## config.mk

```make
export PLATFORM = sky130hd
export DESIGN_NAME = core_sequencer
export DESIGN_NICKNAME = d
export VERILOG_FILES = /design/src/rtl/core_sequencer.sv
export SDC_FILE = /design/constraint.sdc
export NUM_CORES = 1
export LEC_CHECK = 0
export BUFFER_PORTS_ARGS = -buffer_cell sky130_fd_sc_hd__buf_2
export CAP_MARGIN = 0
export CORE_UTILIZATION = 28
export CTS_CLUSTER_DIAMETER = 80
export DETAILED_ROUTE_END_ITERATION = 12
export GPL_ROUTABILITY_DRIVEN = 0
export SLEW_MARGIN = 20
export SYNTH_ARGS = -nofsm -noshare
export SYNTH_HDL_FRONTEND = slang
export SYNTH_SLANG_ARGS = --single-unit
```

## constraint.sdc

```tcl
create_clock -name clk -period 5.3 [get_ports clk]
set_clock_uncertainty 0.1 [all_clocks]
set_input_delay 0 -clock clk [delete_from_list [all_inputs] [get_ports clk]]
set_output_delay 0 -clock clk [all_outputs]
set_load 0.01 [all_outputs]
```

## src/rtl/core_sequencer.sv

```systemverilog
// ---------------------------------------------------------------------------
// core_sequencer
//
// Multi-cycle control sequencer for a simple in-order core. It steps each
// instruction through FETCH -> EXEC -> (MEM) -> WB, owns the program counter,
// the instruction register and the retired-instruction counter, and stops in
// HALT on a halt instruction or in ERR when a memory access times out.
//
// Parameters
//   XLEN      datapath / PC width
//   RESET_PC  PC value loaded on reset
//   MAX_WAIT  wait cycles tolerated before a bus error (0 = no timeout)
//   CNT_W     width of the retired-instruction counter
//
// Ports
//   clk, rst                    clock, asynchronous active-high reset
//   imem_req/addr/ack/rdata     instruction fetch handshake
//   ir                          latched instruction for the decoder
//   is_load/is_store/is_halt/reg_we  decoder outputs for ir
//   npc                         next PC from the NPC generator
//   dmem_req/we/ack             data memory handshake
//   ld_capture                  load-data register capture strobe
//   rf_we                       register file write enable (1-cycle pulse)
//   pc                          current program counter
//   halted, bus_err             terminal status flags
//   retired                     retired-instruction count (wraps)
// ---------------------------------------------------------------------------
module core_sequencer #(
    parameter int               XLEN     = 32,
    parameter logic [XLEN-1:0]  RESET_PC = '0,
    parameter int               MAX_WAIT = 16,
    parameter int               CNT_W    = 32
) (
    input  logic             clk,
    input  logic             rst,
    output logic             imem_req,
    output logic [XLEN-1:0]  imem_addr,
    input  logic             imem_ack,
    input  logic [31:0]      imem_rdata,
    output logic [31:0]      ir,
    input  logic             is_load,
    input  logic             is_store,
    input  logic             is_halt,
    input  logic             reg_we,
    input  logic [XLEN-1:0]  npc,
    output logic             dmem_req,
    output logic             dmem_we,
    input  logic             dmem_ack,
    output logic             ld_capture,
    output logic             rf_we,
    output logic [XLEN-1:0]  pc,
    output logic             halted,
    output logic             bus_err,
    output logic [CNT_W-1:0] retired
);

    localparam int WAIT_W = (MAX_WAIT > 0) ? $clog2(MAX_WAIT + 1) : 1;
    localparam logic [WAIT_W-1:0] WAIT_LIMIT = WAIT_W'(MAX_WAIT);
    localparam bit TIMEOUT_EN = (MAX_WAIT > 0);

    typedef enum logic [2:0] {
        FETCH = 3'd0,
        EXEC  = 3'd1,
        MEM   = 3'd2,
        WB    = 3'd3,
        HALT  = 3'd4,
        ERR   = 3'd5
    } state_t;

    state_t            state_reg, state_next;
    logic [XLEN-1:0]   pc_reg, pc_next;
    logic [31:0]       ir_reg, ir_next;
    logic [CNT_W-1:0]  retired_reg, retired_next;
    logic [WAIT_W-1:0] wait_reg, wait_next;

    always_ff @(posedge clk or posedge rst) begin
        if (rst) begin
            state_reg   <= FETCH;
            pc_reg      <= RESET_PC;
            ir_reg      <= '0;
            retired_reg <= '0;
            wait_reg    <= '0;
        end else begin
            state_reg   <= state_next;
            pc_reg      <= pc_next;
            ir_reg      <= ir_next;
            retired_reg <= retired_next;
            wait_reg    <= wait_next;
        end
    end

    always_comb begin
        state_next   = state_reg;
        pc_next      = pc_reg;
        ir_next      = ir_reg;
        retired_next = retired_reg;
        wait_next    = wait_reg;
        imem_req     = 1'b0;
        dmem_req     = 1'b0;
        dmem_we      = 1'b0;
        ld_capture   = 1'b0;
        rf_we        = 1'b0;
        halted       = 1'b0;
        bus_err      = 1'b0;

        unique case (state_reg)
            FETCH: begin
                // Reset forces FETCH asynchronously; keep the request quiet
                // until reset is actually released.
                imem_req = ~rst;
                if (imem_ack) begin
                    ir_next    = imem_rdata;
                    state_next = EXEC;
                end else begin
                    wait_next = wait_reg + WAIT_W'(1);
                    // The count already equals the limit: MAX_WAIT unanswered
                    // cycles have passed and this one is unanswered too.
                    if (TIMEOUT_EN && (wait_reg == WAIT_LIMIT)) begin
                        state_next = ERR;
                    end
                end
            end
            EXEC: begin
                // Clearing here covers every entry into MEM.
                wait_next = '0;
                if (is_halt) begin
                    retired_next = retired_reg + CNT_W'(1);
                    state_next   = HALT;
                end else if (is_load || is_store) begin
                    state_next = MEM;
                end else begin
                    state_next = WB;
                end
            end
            MEM: begin
                dmem_req = 1'b1;
                dmem_we  = is_store;
                if (dmem_ack) begin
                    ld_capture = is_load;
                    state_next = WB;
                end else begin
                    wait_next = wait_reg + WAIT_W'(1);
                    if (TIMEOUT_EN && (wait_reg == WAIT_LIMIT)) begin
                        state_next = ERR;
                    end
                end
            end
            WB: begin
                // Clearing here covers every entry into FETCH after reset.
                wait_next    = '0;
                rf_we        = reg_we & ~is_store;
                pc_next      = npc;
                retired_next = retired_reg + CNT_W'(1);
                state_next   = FETCH;
            end
            HALT: begin
                halted = 1'b1;
            end
            ERR: begin
                bus_err = 1'b1;
            end
            default: begin
                state_next = FETCH;
            end
        endcase
    end

    assign imem_addr = pc_reg;
    assign pc        = pc_reg;
    assign ir        = ir_reg;
    assign retired   = retired_reg;

endmodule

```

==> results.yml, run 1 <==
grt:
  grt_overflow_total: 0
  grt_pass1_wl_mm: 17.05
  grt_usage_pct: 13.51
  grt_pass1_vias: 3556
  antenna_found_initial: 0
  grt_max_degree: 62
clocking:
  cts_buffers: 9
  insertion_delay_ns: 0.35
  cts_resized: 0
  clk_pin_slew_ns: 0.07
  cts_htree_levels: 3
  tritoncts: "built"
  cts.sinks: 104
  clockBufferDepth: 2
  cts_root_buf: "clkbuf_16"
die:
  die_h_um: 129.5
  ioPinCount: 207
  initial_core_util_pct: 28.65
  coreArea_mm2: 0.01589
  die_area_mm2: 0.01677
  fp.dieW_um: 129.5
  row_count: 46
sta:
  rsz0062_at_grt: "no"
  worstMarginPinSlew_ns: 0.7539
  period_share_pct: 42.41
  clock.fmax_mhz: 444.9
  fin_tns_setup_ns: 0
  min_period_ns: 2.248
  hold_viol: 0
  relSlewSlack_pct: 49.74
  setup_viol: 0
  slew_viol_final: 0
yosys:
  ys_seq_elements: 104
  synth.area.mux_share_pct: 16.30
  syn-num-nets: 422
  yosys_warnings: 0
  synth_top_family_by_area: "multiplexers"
  yosys.area_share.xor_xnor_pct: 6.159
  syn_inst: 347
  syn_area_mm2: 0.004551
  synth_compound_area_share_pct: 1.595
  synth_cell_types: 35
  synthSimpleGateAreaFrac_pct: 11.14
  post_synth.cell_area_avg_um2: 13.11
  synthAdderAreaFrac_pct: 0.8249
  ys_seq_area_share_pct: 57.19
detailed_routing:
  drcViolationCount: 0
  firstDrtPassIters: 4
  antenna_left: 0
  wl_mm: 11.12
  vias_per_cell: 4.286
  num_vias: 3489
  drt_iter0_drc: 91
  wl_per_cell_um: 13.65
power:
  internal_power_mw: 2.048
  total_power_mw: 3.053
  power.density_mw_per_mm2: 463.1
  switchingPower_mw: 1.005
  p_sw_share_pct: 32.91
  leakagePower_nw: 3.260
  ir_worst_vdd_mv: 0.2131
  pwr-share-seq_pct: 41.8
  pwr-share-comb_pct: 35.1
  clock_power_share_pct: 23.0
placed_design:
  port_buffers: 206
  hpwl_mm: 7.408
  dpl_cell_area_mm2: 0.005592
worst_hold_path:
  hp-start: "imem_ack"
  hold_class: "primary input to flop"
critical_path:
  crit_path_start: "state_reg[0]$_DFFE_PP0N_"
  timing.critical_path.to_type: "flop"
  crit_path_start_kind: "flop"
  crit_fanout: 14
  worstSetupPathType: "flop to flop"
  rr_startpoint: "state_reg[0]$_DFFE_PP0N_"
  arrival_ns: 2.38
  required_ns: 5.44
flow_run:
  cap_violations: 0
cells_and_area:
  final_common_cell: "buf_2"
  antenna_cells: 0
  stdcell_area_mm2: 0.006593
  drive_gt1_share_pct: 48.83
  fin_util_pct: 41.50
  final_cell_mix: "buf_2, dfrtp_1, dlygate4sd3_1"
  syn_to_final_growth_pct: 44.87
  fin_nets: 669
status:
  status: "completed"
[timing repair]
action,in CTS,in global routing
hold buffers,69,0
endpoints found under the hold margin,110,0
buffers inserted,0,0
[cell families after synthesis]
logic type      after synthesis
xor+xnor                     32
fa+ha+maj                     3
buf+inv                      46
mux                          66
simple gates                 83
compound gates               13
flops                       104
[routing by layer]
metal	global-route usage [%]	wire length, um	up-vias	share of wire [%]
met5	0	0	-	0
met4	6.498	254	0	2.3
met3	3.964	691	18	6.2
met2	24.51	5715	141	51
met1	14.33	4454	1678	40
li1	-	-	1652	-
[critical path, stage by stage (launching register included)]
cell and delay (ns):
dfrtp_1 0.59, and2b_1 0.39, nand4b_4 0.18, nor3_1 0.53, nand4_1 0.19, xnor2_1 0.16
[path summary, 6_finish.rpt]
check | slack (ns) | cells after the start | end
max | 3.05 | 5 | retired[24]$_DFFE_PP0P_
min | 0.03 | 4 | state_reg[0]$_DFFE_PP0N_
max reg2reg | 3.05 | 5 | retired[24]$_DFFE_PP0P_
min reg2reg | 0.37 | 1 | retired[31]$_DFFE_PP0P_
max in group asynchronous | 3.75 | 4 | imem_addr[1]$_DFFE_PP0P_
min in group asynchronous | 0.18 | 3 | state_reg[2]$_DFFE_PP0N_
[area by class of cell]
type	count	area, um2
fillers	1496	9293
flip-flops and latches	104	2603
repair buffers	278	1744
multi-input cells	197	1648
well taps	216	270.3
clock buffers	11	232.7
clock inverters	4	77.57
inverters	4	17.52
[power by group through the flow]
stage | sequential, mW | clock, mW | combinational (mW)
4_1_cts | 1.27 | 0.732 | 1.08
3_3_place_gp | 1.26 | 0 | 1.03
5_1_grt | 1.32 | 0.765 | 1.18
3_5_place_dp | 1.28 | 0 | 1.03
2_1_floorplan | 1.38 | 0 | 0.608
6_report | 1.28 | 0.703 | 1.07
[per-stage QoR]
stage,cells,worst slack (ns),hold slack (ns)
CTS,814,3.024,0.01187
detailed placement,730,3.037,0.008467
finish,814,3.052,0.03222
floorplan,347,2.468,-0.05339
global placement,730,3.109,-0.005057
global route,814,2.849,0.03702
[synth_stat cells]
cell	instances	area share, %
nor4_1	1	0.14
nor4_4	1	0.47
nor2_1	10	0.82
nand4bb_4	1	0.60
nor2b_1	3	0.41
nand4b_4	1	0.52
nand2_1	22	1.8
nor3b_1	2	0.33
dfrtp_1	104	57
nor4b_2	1	0.33
a21oi_1	4	0.44
buf_4	32	5.3
and3b_1	2	0.39
nand2b_1	1	0.14
o21bai_1	1	0.17
or3_1	3	0.41
a211oi_1	1	0.17
buf_6	1	0.25
xor2_1	7	1.3
clkbuf_1	2	0.17
nor3_1	4	0.44
nand4_1	8	1.1
and3_1	6	0.82
o21a_1	1	0.17
and2b_1	1	0.17
mux2i_1	1	0.22
nand3_1	9	0.99
mux2_2	65	16
and4_1	5	0.96
ha_1	3	0.82
inv_1	4	0.33
buf_2	7	0.77
o21ai_0	6	0.66
and2_1	2	0.27
xnor2_1	25	4.8
Power figures use the tool's default switching activity.
==> inputs of run 2 (changes only) <==
ABC_AREA = 1   (was not set)
clock period = 2.25 ns   (was 5.3 ns; I/O delays follow)
==> run 2 against run 1 <==
- via count is 16% higher
- die area grew 8.9%
- combinational power is 140% higher
- critical path depth up 3
- maximum frequency grew 12%
- critical path type unchanged
==> results.yml, run 2 <==
critical_path:
  crit_fanout: 13
  path_cells: "inv_2, nand2_4, nor2_4, nand2_4, nand2_4, a21oi_1, dlygate4sd3_1, nand3b_1"
  timing.critical_path.to_type: "flop"
  arrival_ns: 2.15
  max_stage_delay_ns: 0.57
  worstSetupPathType: "flop to flop"
  slowest_stage: "dlygate4sd3_1"
  required_ns: 2.39
  crit_path_start_kind: "flop"
  worst-path-buf-inv: 2
  crit_family: "buffers and inverters"
  timing.critical_path.mode_cell: "nand2_4"
power:
  internal_power_mw: 4.757
  switchingPower_mw: 2.471
  pwr-share-comb_pct: 36.3
  power.density_mw_per_mm2: 1027
  p_sw_share_pct: 34.19
  leakagePower_nw: 3.456
  ir_worst_vdd_mv: 0.6009
  clock_power_share_pct: 22.6
  pwr-share-seq_pct: 41.1
clocking:
  cts_resized: 0
  clk_pin_slew_ns: 0.08
  cts_htree_levels: 3
  insertion_delay_ns: 0.36
  cts_buffers: 9
  clockBufferDepth: 2
  tritoncts: "built"
  cts.sinks: 104
  cts_root_buf: "clkbuf_16"
  post_cts_buffers: 0
die:
  die_area_mm2: 0.01825
  row_count: 48
  die_h_um: 135.1
  coreArea_mm2: 0.01730
  ioPinCount: 207
  fp.dieW_um: 135.1
  initial_core_util_pct: 28.68
sta:
  clock.fmax_mhz: 497.9
  period_share_pct: 89.27
  setup_viol: 0
  rsz0062_at_grt: "no"
  hold_viol: 0
  postLayoutSetupSlackWorst_ns: 0.2414
  worstMarginPinSlew_ns: 0.5773
  min_period_ns: 2.009
  slew_viol_final: 0
  fin_tns_setup_ns: 0
  relSlewSlack_pct: 61.51
yosys:
  ys_seq_elements: 104
  syn_inst: 464
  yosys_warnings: 0
  post_synth.cell_area_avg_um2: 10.69
  syn-num-nets: 539
  yosys-top-cells-area: "dfrtp_1, mux2_2, nand2_1"
  synth_ff_type: "dfrtp_1"
  synth_area_leader_cell: "dfrtp_1"
  yosysMostFrequentCell: "dfrtp_1"
  syn_area_mm2: 0.004961
  synth_cell_types: 30
  ys_seq_area_share_pct: 52.46
  synth_async_sr_flop_share_pct: 100.0
  ys_top_cells_by_count: "dfrtp_1, nand2_1, mux2_2"
  synth_enable_flop_cells: 0
  synth_top_area_share_pct: 52.46
grt:
  grt_pass1_wl_mm: 18.85
  grtUsageMet2_pct: 22.91
  antenna_found_initial: 0
  use_met1_pct: 16.07
  grt_pass1_vias: 3801
  grt_max_degree: 105
  grt_usage_pct: 13.41
  grt_overflow_total: 0
  met3_usage_pct: 2.703
  grt-busiest-layer: "met2"
cells_and_area:
  fin_nets: 790
  syn_to_final_growth_pct: 41.92
  final_common_cell: "buf_2"
  regArea_mm2: 0.002603
  multi_input_area_mm2: 0.001916
  final_cell_mix: "buf_2, dfrtp_1, nand2_1"
  fill_cells: 1640
  drive_gt1_share_pct: 44.31
  antenna_cells: 0
detailed_routing:
  drcViolationCount: 0
  num_vias: 4041
  wl_mm: 12.02
  wl_per_cell_um: 12.72
  antenna_left: 0
  vias_per_cell: 4.276
  firstDrtPassIters: 6
  drt_iter0_drc: 119
placed_design:
  hpwl_mm: 8.242
  port_buffers: 206
  pre_cts_slack_ns: 0.5404
flow_run:
  cap_violations: 0
worst_hold_path:
  hold_class: "primary input to flop"
status:
  status: "completed"
==> run 2: cell count changes in the layout (fill, tap and decap cells not counted), moves of 4 or more <==
cell,before,now
nand2_1,22,86
inv_1,3,32
nor2_1,10,36
xnor2_1,25,9
nand3_1,9,16
nor3_2,0,7
and3_1,6,0
xor2_1,7,13
and4_1,5,0
nand3b_1,0,5
nor2_2,0,5
nand4_1,8,12
nor2_4,0,4
==> run 2: cell families after synthesis <==
family / count (synthesis) / synth area share [%]
AND/OR/NAND/NOR: 184 / 17.96
XOR/XNOR: 22 / 3.884
multiplexers: 64 / 14.53
flip-flops: 104 / 52.46
buffers and inverters: 76 / 8.928
adder cells (fa/ha/maj): 3 / 0.7567
AO/OA/AOI/OAI: 11 / 1.488
==> run 2: power by group through the flow <==
| stage | Combinational, mW | Sequential, mW | Clock (mW) |
|---|---|---|---|
| floorplan | 1.49 | 3.28 | 0 |
| global placement | 2.52 | 2.99 | 0 |
| detailed placement | 2.54 | 3.02 | 0 |
| CTS | 2.65 | 2.98 | 1.70 |
| global route | 2.88 | 3.07 | 1.77 |
| finish | 2.62 | 2.97 | 1.63 |
==> run 2: metrics by stage <==
| stage | total power, mW | std cells | hold WS, ns | util, % | area [um2] |
|---|---|---|---|---|---|
| global route | 7.716 | 945 | 0.06323 | 40.70 | 7041 |
| finish | 7.227 | 945 | 0.05069 | 40.70 | 7041 |
| detailed placement | 5.561 | 859 | 0.1168 | 34.90 | 6037 |
| CTS | 7.326 | 945 | 0.03755 | 40.70 | 7041 |
| floorplan | 4.771 | 464 | -0.04931 | - | 4965 |
| global placement | 5.506 | 859 | 0.1140 | 34.90 | 6037 |
==> run 2: final timing paths <==
path | from | to | slack (ns) | depth (start not counted)
setup / recovery | state_reg[2]$_DFFE_PP0N_ | state_reg[0]$_DFFE_PP0N_ | 0.24 | 8
max in group asynchronous | rst | imem_addr[5]$_DFFE_PP0P_ | 1.34 | 4
min in group asynchronous | rst | ir[29]$_DFFE_PP0N_ | 0.27 | 4
hold / removal | imem_ack | ir[28]$_DFFE_PP0N_ | 0.05 | 3
setup reg to reg | state_reg[2]$_DFFE_PP0N_ | state_reg[0]$_DFFE_PP0N_ | 0.24 | 8
hold reg to reg | ir[28]$_DFFE_PP0N_ | ir[28]$_DFFE_PP0N_ | 0.39 | 1
==> run 2: timing repair <==
action | 4_1_cts | 5_1_grt
hold endpoints to repair | 173 | 0
hold buffers | 70 | 0
endpoints found under the setup margin | 0 | 0
==> run 2: final cells by class <==
class | instances | share of cell area (%)
inverter | 36 | 1.973
clock inverter | 7 | 1.102
clock buffer | 9 | 3.199
multi-input combinational | 284 | 27.21
sequential | 104 | 36.96
timing repair buffer | 280 | 25.56
tap | 225 | 3.999
==> run 2: worst reg2reg max path, cell delays in order (launching register included) <==
cell	delay [ns]
dfrtp_1	0.47
inv_2	0.10
nand2_4	0.11
nor2_4	0.04
nand2_4	0.20
nand2_4	0.10
a21oi_1	0.12
dlygate4sd3_1	0.57
nand3b_1	0.08
==> run 2: metal layers <==
layer / part of all wire [%] / up-vias
li1: - / 1987
met2: 48 / 143
met5: 0 / -
met3: 5.6 / 17
met1: 44 / 1894
met4: 2.0 / 0
